## src/rtl/ro_puf_ctrl_pkg.sv

```systemverilog
// Shared types and constants for the ring-oscillator PUF evaluation controller.
package ro_puf_ctrl_pkg;

  // Counter width of the RO_counter instances this controller reads back.
  localparam int unsigned CntW = 32;

  // Evaluation phases, in the order a normal challenge walks through them.
  typedef enum logic [2:0] {
    StIdle,
    StSelect,
    StClear,
    StCount,
    StStop,
    StCompare,
    StResp
  } state_e;

endpackage

```

## src/rtl/ro_puf_ctrl_sync_2ff.sv

```systemverilog
// Two-flop synchroniser for level signals coming from the RO clock domains.
module ro_puf_ctrl_sync_2ff #(
  parameter int unsigned WIDTH = 1
) (
  input  logic             clk,
  input  logic             rst_n,
  input  logic [WIDTH-1:0] i_d,
  output logic [WIDTH-1:0] o_q
);

  logic [WIDTH-1:0] r_meta;
  logic [WIDTH-1:0] r_sync;

  // First stage may go metastable; second stage is the only one used downstream.
  always_ff @(posedge clk or negedge rst_n) begin
    if (!rst_n) begin
      r_meta <= '0;
      r_sync <= '0;
    end else begin
      r_meta <= i_d;
      r_sync <= r_meta;
    end
  end

  assign o_q = r_sync;

endmodule

```

## src/rtl/ro_puf_ctrl.sv

```systemverilog
// RO PUF evaluation controller: selects an RO pair, clears and enables both
// counters for a fixed window, waits for both to report done, then compares the
// frozen counts and returns one response bit per challenge.
import ro_puf_ctrl_pkg::*;

module ro_puf_ctrl #(
  parameter int unsigned NUM_RO        = 16,
  parameter int unsigned SEL_W         = $clog2(NUM_RO),
  parameter int unsigned CNT_W         = CntW,
  parameter int unsigned WINDOW        = 1000,
  parameter int unsigned CLR_CYCLES    = 4,
  parameter int unsigned SETTLE_CYCLES = 4,
  parameter int unsigned TIMEOUT       = 64
) (
  input  logic               clk,
  input  logic               rst_n,
  input  logic               start,
  input  logic [2*SEL_W-1:0] challenge,
  output logic               busy,
  output logic [SEL_W-1:0]   sel_a,
  output logic [SEL_W-1:0]   sel_b,
  output logic               ro_clr,
  output logic               ro_en,
  input  logic               done_a,
  input  logic               done_b,
  input  logic [CNT_W-1:0]   cnt_a,
  input  logic [CNT_W-1:0]   cnt_b,
  output logic               resp_valid,
  output logic               resp_bit,
  output logic               resp_tie,
  output logic               resp_err
);

  state_e             r_state;
  state_e             w_state_d;
  logic [31:0]        r_phase;
  logic [31:0]        w_phase_d;
  logic               r_stop_ok;
  logic               w_stop_ok_d;
  logic               w_accept;
  logic               w_err_set;

  logic [2*SEL_W-1:0] r_chal;
  logic [SEL_W-1:0]   w_idx_a;
  logic [SEL_W-1:0]   w_idx_b;

  logic [1:0]         w_done_s;
  logic               r_seen_low_a;
  logic               r_seen_low_b;
  logic               w_both_done;

  logic               r_busy;
  logic               r_clr;
  logic               r_en;
  logic               r_valid;
  logic               r_resp_bit;
  logic               r_resp_tie;
  logic               r_resp_err;

  // done_a/done_b are generated in the RO domains; nothing reads them unsynchronised.
  ro_puf_ctrl_sync_2ff #(
    .WIDTH (2)
  ) u_sync_done (
    .clk   (clk),
    .rst_n (rst_n),
    .i_d   ({done_b, done_a}),
    .o_q   (w_done_s)
  );

  assign w_idx_a = r_chal[2*SEL_W-1:SEL_W];
  assign w_idx_b = r_chal[SEL_W-1:0];

  // A done only counts once it has been seen low in this run; a stale high
  // level left over from the previous evaluation must not end STOP early.
  assign w_both_done = r_seen_low_a & r_seen_low_b & w_done_s[0] & w_done_s[1];

  // Next-state and phase-counter logic.
  always_comb begin
    w_state_d   = r_state;
    w_phase_d   = r_phase;
    w_stop_ok_d = r_stop_ok;
    w_accept    = 1'b0;
    w_err_set   = 1'b0;
    unique case (r_state)
      StIdle: begin
        if (start) begin
          w_accept    = 1'b1;
          w_state_d   = StSelect;
          w_phase_d   = '0;
          w_stop_ok_d = 1'b0;
        end
      end
      StSelect: begin
        if (w_idx_a == w_idx_b) begin
          // Comparing an RO with itself carries no information.
          w_state_d = StResp;
          w_err_set = 1'b1;
        end else if (r_phase == SETTLE_CYCLES - 1) begin
          w_state_d = StClear;
          w_phase_d = '0;
        end else begin
          w_phase_d = r_phase + 32'd1;
        end
      end
      StClear: begin
        if (r_phase == CLR_CYCLES - 1) begin
          w_state_d = StCount;
          w_phase_d = '0;
        end else begin
          w_phase_d = r_phase + 32'd1;
        end
      end
      StCount: begin
        if (r_phase == WINDOW - 1) begin
          w_state_d   = StStop;
          w_phase_d   = '0;
          w_stop_ok_d = 1'b0;
        end else begin
          w_phase_d = r_phase + 32'd1;
        end
      end
      StStop: begin
        if (!r_stop_ok) begin
          // Phase counts the timeout until both done flags are valid, then
          // restarts to count the settle period for the counter outputs.
          if (w_both_done) begin
            w_stop_ok_d = 1'b1;
            w_phase_d   = '0;
          end else if (r_phase == TIMEOUT - 1) begin
            w_state_d = StResp;
            w_err_set = 1'b1;
          end else begin
            w_phase_d = r_phase + 32'd1;
          end
        end else if (r_phase == SETTLE_CYCLES - 1) begin
          w_state_d = StCompare;
        end else begin
          w_phase_d = r_phase + 32'd1;
        end
      end
      StCompare: w_state_d = StResp;
      StResp:    w_state_d = StIdle;
      default:   w_state_d = StIdle;
    endcase
  end

  // State register plus control outputs registered from the next state so the
  // strobes into the RO array are glitch-free and drop at once on reset.
  always_ff @(posedge clk or negedge rst_n) begin
    if (!rst_n) begin
      r_state   <= StIdle;
      r_phase   <= '0;
      r_stop_ok <= 1'b0;
      r_busy    <= 1'b0;
      r_clr     <= 1'b0;
      r_en      <= 1'b0;
      r_valid   <= 1'b0;
    end else begin
      r_state   <= w_state_d;
      r_phase   <= w_phase_d;
      r_stop_ok <= w_stop_ok_d;
      r_busy    <= (w_state_d != StIdle);
      r_clr     <= (w_state_d == StClear);
      r_en      <= (w_state_d == StCount);
      r_valid   <= (w_state_d == StResp);
    end
  end

  // Challenge latch, loaded only when a request is accepted.
  always_ff @(posedge clk or negedge rst_n) begin
    if (!rst_n) begin
      r_chal <= '0;
    end else if (w_accept) begin
      r_chal <= challenge;
    end
  end

  // Seen-low flags: proof that each counter's done was cleared during the window.
  always_ff @(posedge clk or negedge rst_n) begin
    if (!rst_n) begin
      r_seen_low_a <= 1'b0;
      r_seen_low_b <= 1'b0;
    end else if (w_accept) begin
      r_seen_low_a <= 1'b0;
      r_seen_low_b <= 1'b0;
    end else if (r_state == StCount) begin
      if (!w_done_s[0]) r_seen_low_a <= 1'b1;
      if (!w_done_s[1]) r_seen_low_b <= 1'b1;
    end
  end

  // Response flags: cleared on accept, set in COMPARE or on error, held otherwise.
  always_ff @(posedge clk or negedge rst_n) begin
    if (!rst_n) begin
      r_resp_bit <= 1'b0;
      r_resp_tie <= 1'b0;
      r_resp_err <= 1'b0;
    end else if (w_accept) begin
      r_resp_bit <= 1'b0;
      r_resp_tie <= 1'b0;
      r_resp_err <= 1'b0;
    end else begin
      if (r_state == StCompare) begin
        // A tie leaves resp_bit at 0 since the strict compare is false.
        r_resp_bit <= (cnt_a > cnt_b);
        r_resp_tie <= (cnt_a == cnt_b);
      end
      if (w_err_set) begin
        r_resp_err <= 1'b1;
      end
    end
  end

  assign busy       = r_busy;
  assign sel_a      = w_idx_a;
  assign sel_b      = w_idx_b;
  assign ro_clr     = r_clr;
  assign ro_en      = r_en;
  assign resp_valid = r_valid;
  assign resp_bit   = r_resp_bit;
  assign resp_tie   = r_resp_tie;
  assign resp_err   = r_resp_err;

endmodule

```

## config.mk

```make
export PLATFORM = sky130hd
export DESIGN_NAME = ro_puf_ctrl
export DESIGN_NICKNAME = d
export VERILOG_FILES = /design/src/rtl/ro_puf_ctrl_pkg.sv /design/src/rtl/ro_puf_ctrl_sync_2ff.sv /design/src/rtl/ro_puf_ctrl.sv
export SDC_FILE = /design/constraint.sdc
export NUM_CORES = 1
export LEC_CHECK = 0
export CAP_MARGIN = 0
export CORE_MARGIN = 1.5
export CORE_UTILIZATION = 51
export CTS_CLUSTER_SIZE = 10
export DETAILED_ROUTE_END_ITERATION = 10
export PLACE_DENSITY = 0.81
export SYNTH_ARGS = -nofsm -noshare
export SYNTH_HDL_FRONTEND = slang
export SYNTH_HIERARCHICAL = 1
export SYNTH_SLANG_ARGS = --single-unit
```

## constraint.sdc

```tcl
create_clock -name clk -period 2.8 [get_ports clk]
set_input_delay 0.28 -clock clk [delete_from_list [all_inputs] [get_ports clk]]
set_output_delay 0.28 -clock clk [all_outputs]
set_load 0.01 [all_outputs]
```

==> key figures <==
Status
  • Status: finished clean

Layout
  • Final #Nets: 670
  • Commonest non-fill, non-tap cells in the layout: clkdlybuf4s50_1 (90), dfrtp_1 (57), inv_1 (51)
  • Commonest non-fill, non-tap cell in the layout: clkdlybuf4s50_1
  • Share of layout cells above drive strength 1: 11.68%
  • # diodes: 0
  • Synthesis-to-layout area growth: 35.34%
  • Fin cells: 667

Floorplan
  • Die Y: 91.69 um
  • Die X: 91.69 um
  • DIE AREA: 0.008406 mm2
  • # IOs: 92
  • Initial Util: a little over half
  • Core Box Area: a little under 0.008 mm2
  • # rows: 32

Logic synthesis
  • Mean Syn Cell Area: around 8.9 um2
  • Top post-synthesis cells by area: dfrtp_1 (36%), ha_1 (10%), inv_1 (4.8%)
  • Seq/Total Area, Yosys: between 30% and 40%
  • Mapped Area: 0.004011 mm2
  • Post-synth top area cell: dfrtp_1
  • Mapped Nets: 559
  • Synth Flop Type: dfrtp_1
  • Top cell type's share of synthesized area: 35.56%
  • FF+latch count, synth: 57
  • Post-synth ARST share: between 90% and 100%
  • Synth unique cells: 55
  • Cells after Synth: approximately 450
  • Number of synthesis warnings: 6
  • Post-synth EDFFs: 0

Drt
  • 1st-pass router iterations: 5
  • Routed Antenna Nets: 0
  • DRC: 0
  • Via count of the routed design: 3954
  • Routed wire length per instance: 16.16 um
  • Iteration-0 DRC Markers: 306
  • Final wirelength: 10.78 mm
  • Vias/cell: just under 6

Placement
  • Post-DP HPWL: ~8.0 mm
  • Pre-CTS WS: 0.06750 ns
  • Port bufs: slightly above 90
  • Gp weighted congestion: 0.8674
  • Placed cell count: 647

GRT
  • Grt total ovfl: 0
  • Initial antenna violation count: 0
  • Global Route Usage Sum: 25.99%
  • Number of global-route vias before repair: 3777
  • First-pass GRT wire length: between 15 and 20 mm
  • Largest net degree at the start of global routing: 58

CTS
  • Clock transition at path regs: 0.06 ns
  • TritonCTS clock tree: done
  • CTS root buf: clkbuf_8
  • Clk Latency, worst-skew pair: around 0.34 ns
  • CTS Sinks: 57
  • Max Root-Sink Buffers: 2
  • Num CTS Buffers: 9
  • H-tree level count: 3

Timing
  • Min Clock Period, post-route: roughly 2.7 ns
  • Clk_skew: 0.003516 ns
  • Hold Vio Cnt, Final: 0
  • Max Freq: 369.5 MHz
  • Final number of max-transition violations: 0
  • Tightest Pin Transition: 0.6760 ns
  • Setup TNS: 0 ns
  • Final hold slack: 0.3493 ns
  • Worst setup margin: 0.09376 ns
  • Worst relative slew slack: 54.94%
  • Setup violators final: 0
  • Tcrit/Tclk final: 96.65%

Min path
  • Hold crit path type: reg -> reg

Flow run
  • Maxcap violations: 0

Power
  • Final Total Pwr: 0.003368 W
  • Worst VDD drop: 0.4643 mV
  • Pleak: 2.497 nW
  • P per Cell Area: 620.4 mW/mm2

Critical path
  • Crit-path max FO: 13
  • Crit path required time: 3.03 ns
  • CP Capture Type: register
  • Crit Path Class: reg -> reg
  • CP arrival: 2.94 ns
  • Critical path launch point type: register
## per-stage QoR
stage | utilization, % | cell area, um2
floorplan | - | 4011
global placement | 67.14 | 5161
detailed placement | 67.14 | 5161
CTS | 69.78 | 5364
global route | 70.62 | 5429
finish | 70.62 | 5429
## state kept, by name, indices dropped and copies added (netlist names), 2 cells and up
name	count
r_chal	8
r_phase	32
u_sync_done/r_meta	2
u_sync_done/o_q	2
r_state	3
## repair_timing
item | CTS | global route
endpoints found under the setup margin | 0 | 18
hold endpoints to repair | 57 | 0
setup buffers | 0 | 3
hold buffers | 1 | 0
gates resized for setup | 0 | 8
## final timing paths
path	from	end	slack, ns	cells after the start
max in group asynchronous	rst_n	r_seen_low_b$_DFFE_PN0P_	2.10	3
min in group asynchronous	rst_n	r_phase[31]$_DFFE_PN0P_	0.47	3
setup / recovery	r_phase[0]$_DFFE_PN0P_	r_phase[19]$_DFFE_PN0P_	0.09	8
hold / removal	u_sync_done/r_meta[0]$_DFF_PN0_	u_sync_done/o_q[0]$_DFF_PN0_	0.35	0
setup reg to reg	r_phase[0]$_DFFE_PN0P_	r_phase[19]$_DFFE_PN0P_	0.09	8
hold reg to reg	u_sync_done/r_meta[0]$_DFF_PN0_	u_sync_done/o_q[0]$_DFF_PN0_	0.35	0
## per-layer routing
| metal | track usage [%] | share of wire (%) | vias to the layer above |
|---|---|---|---|
| met5 | 0 | 0 | - |
| met4 | 8.724 | 1.9 | 0 |
| met3 | 4.726 | 7.6 | 19 |
| met2 | 44.90 | 48 | 186 |
| met1 | 32.66 | 43 | 1847 |
| li1 | - | - | 1902 |
## power breakdown
group,total (W),leakage (nW),switching (W),internal (W)
Combinational,0.00155,1.66,0.000774,0.000772
Sequential,0.00109,0.739,0.000130,0.000963
Clock,0.000729,0.102,0.000314,0.000415
## synth_stat cells (2+ instances only)
library cell / instances
inv_1: 51
nor2b_1: 4
or3_1: 4
a211oi_1: 14
ha_1: 33
nor2_1: 30
dfrtp_1: 57
and2_1: 5
and4_1: 5
a22o_1: 11
o211ai_1: 11
o41ai_1: 4
nand2b_1: 2
nand4_1: 21
a21o_1: 15
a211o_1: 4
or4_4: 2
nand3_1: 19
nor4_1: 13
o2bb2ai_1: 8
a21oi_1: 12
o21ai_1: 8
a31oi_1: 2
nand2_1: 25
nor4b_1: 2
nor4_2: 3
buf_2: 7
o21ai_0: 12
and3_1: 5
mux2_2: 9
o22ai_1: 3
nor3_1: 10
nand3b_1: 3
xor2_1: 4
clkbuf_1: 9
or4_1: 2
a221o_1: 2
## worst max-delay path: stages, from the launching register on
cell and delay, ns:
dfrtp_1 0.39, ha_1 0.20, or3b_2 0.49, nor4_2 0.35
a211o_1 0.22, o311a_1 0.30, buf_6 0.21, o211ai_1 0.13
a22o_1 0.29
## cell families after synthesis
| group | Yosys count | synth area share [%] |
|---|---|---|
| and+or+nand+nor | 161 | 22.77 |
| xor gates and xnor gates | 5 | 1.092 |
| adders and majority gates | 33 | 10.29 |
| DFF | 57 | 35.56 |
| muxes | 10 | 2.776 |
| buffers and inverters | 68 | 6.768 |
| AOI/OAI and AO/OA | 115 | 20.74 |
## layout make-up
type / count / area (um2)
clock buffer: 14 / 182.7
clock inverter: 2 / 10.01
fill: 602 / 2258
inverter: 51 / 191.4
multi-input combinational: 324 / 2367
sequential: 57 / 1426
tap: 102 / 127.6
timing repair buffer: 117 / 1124
No activity file was read; power rests on OpenSTA's default activity.
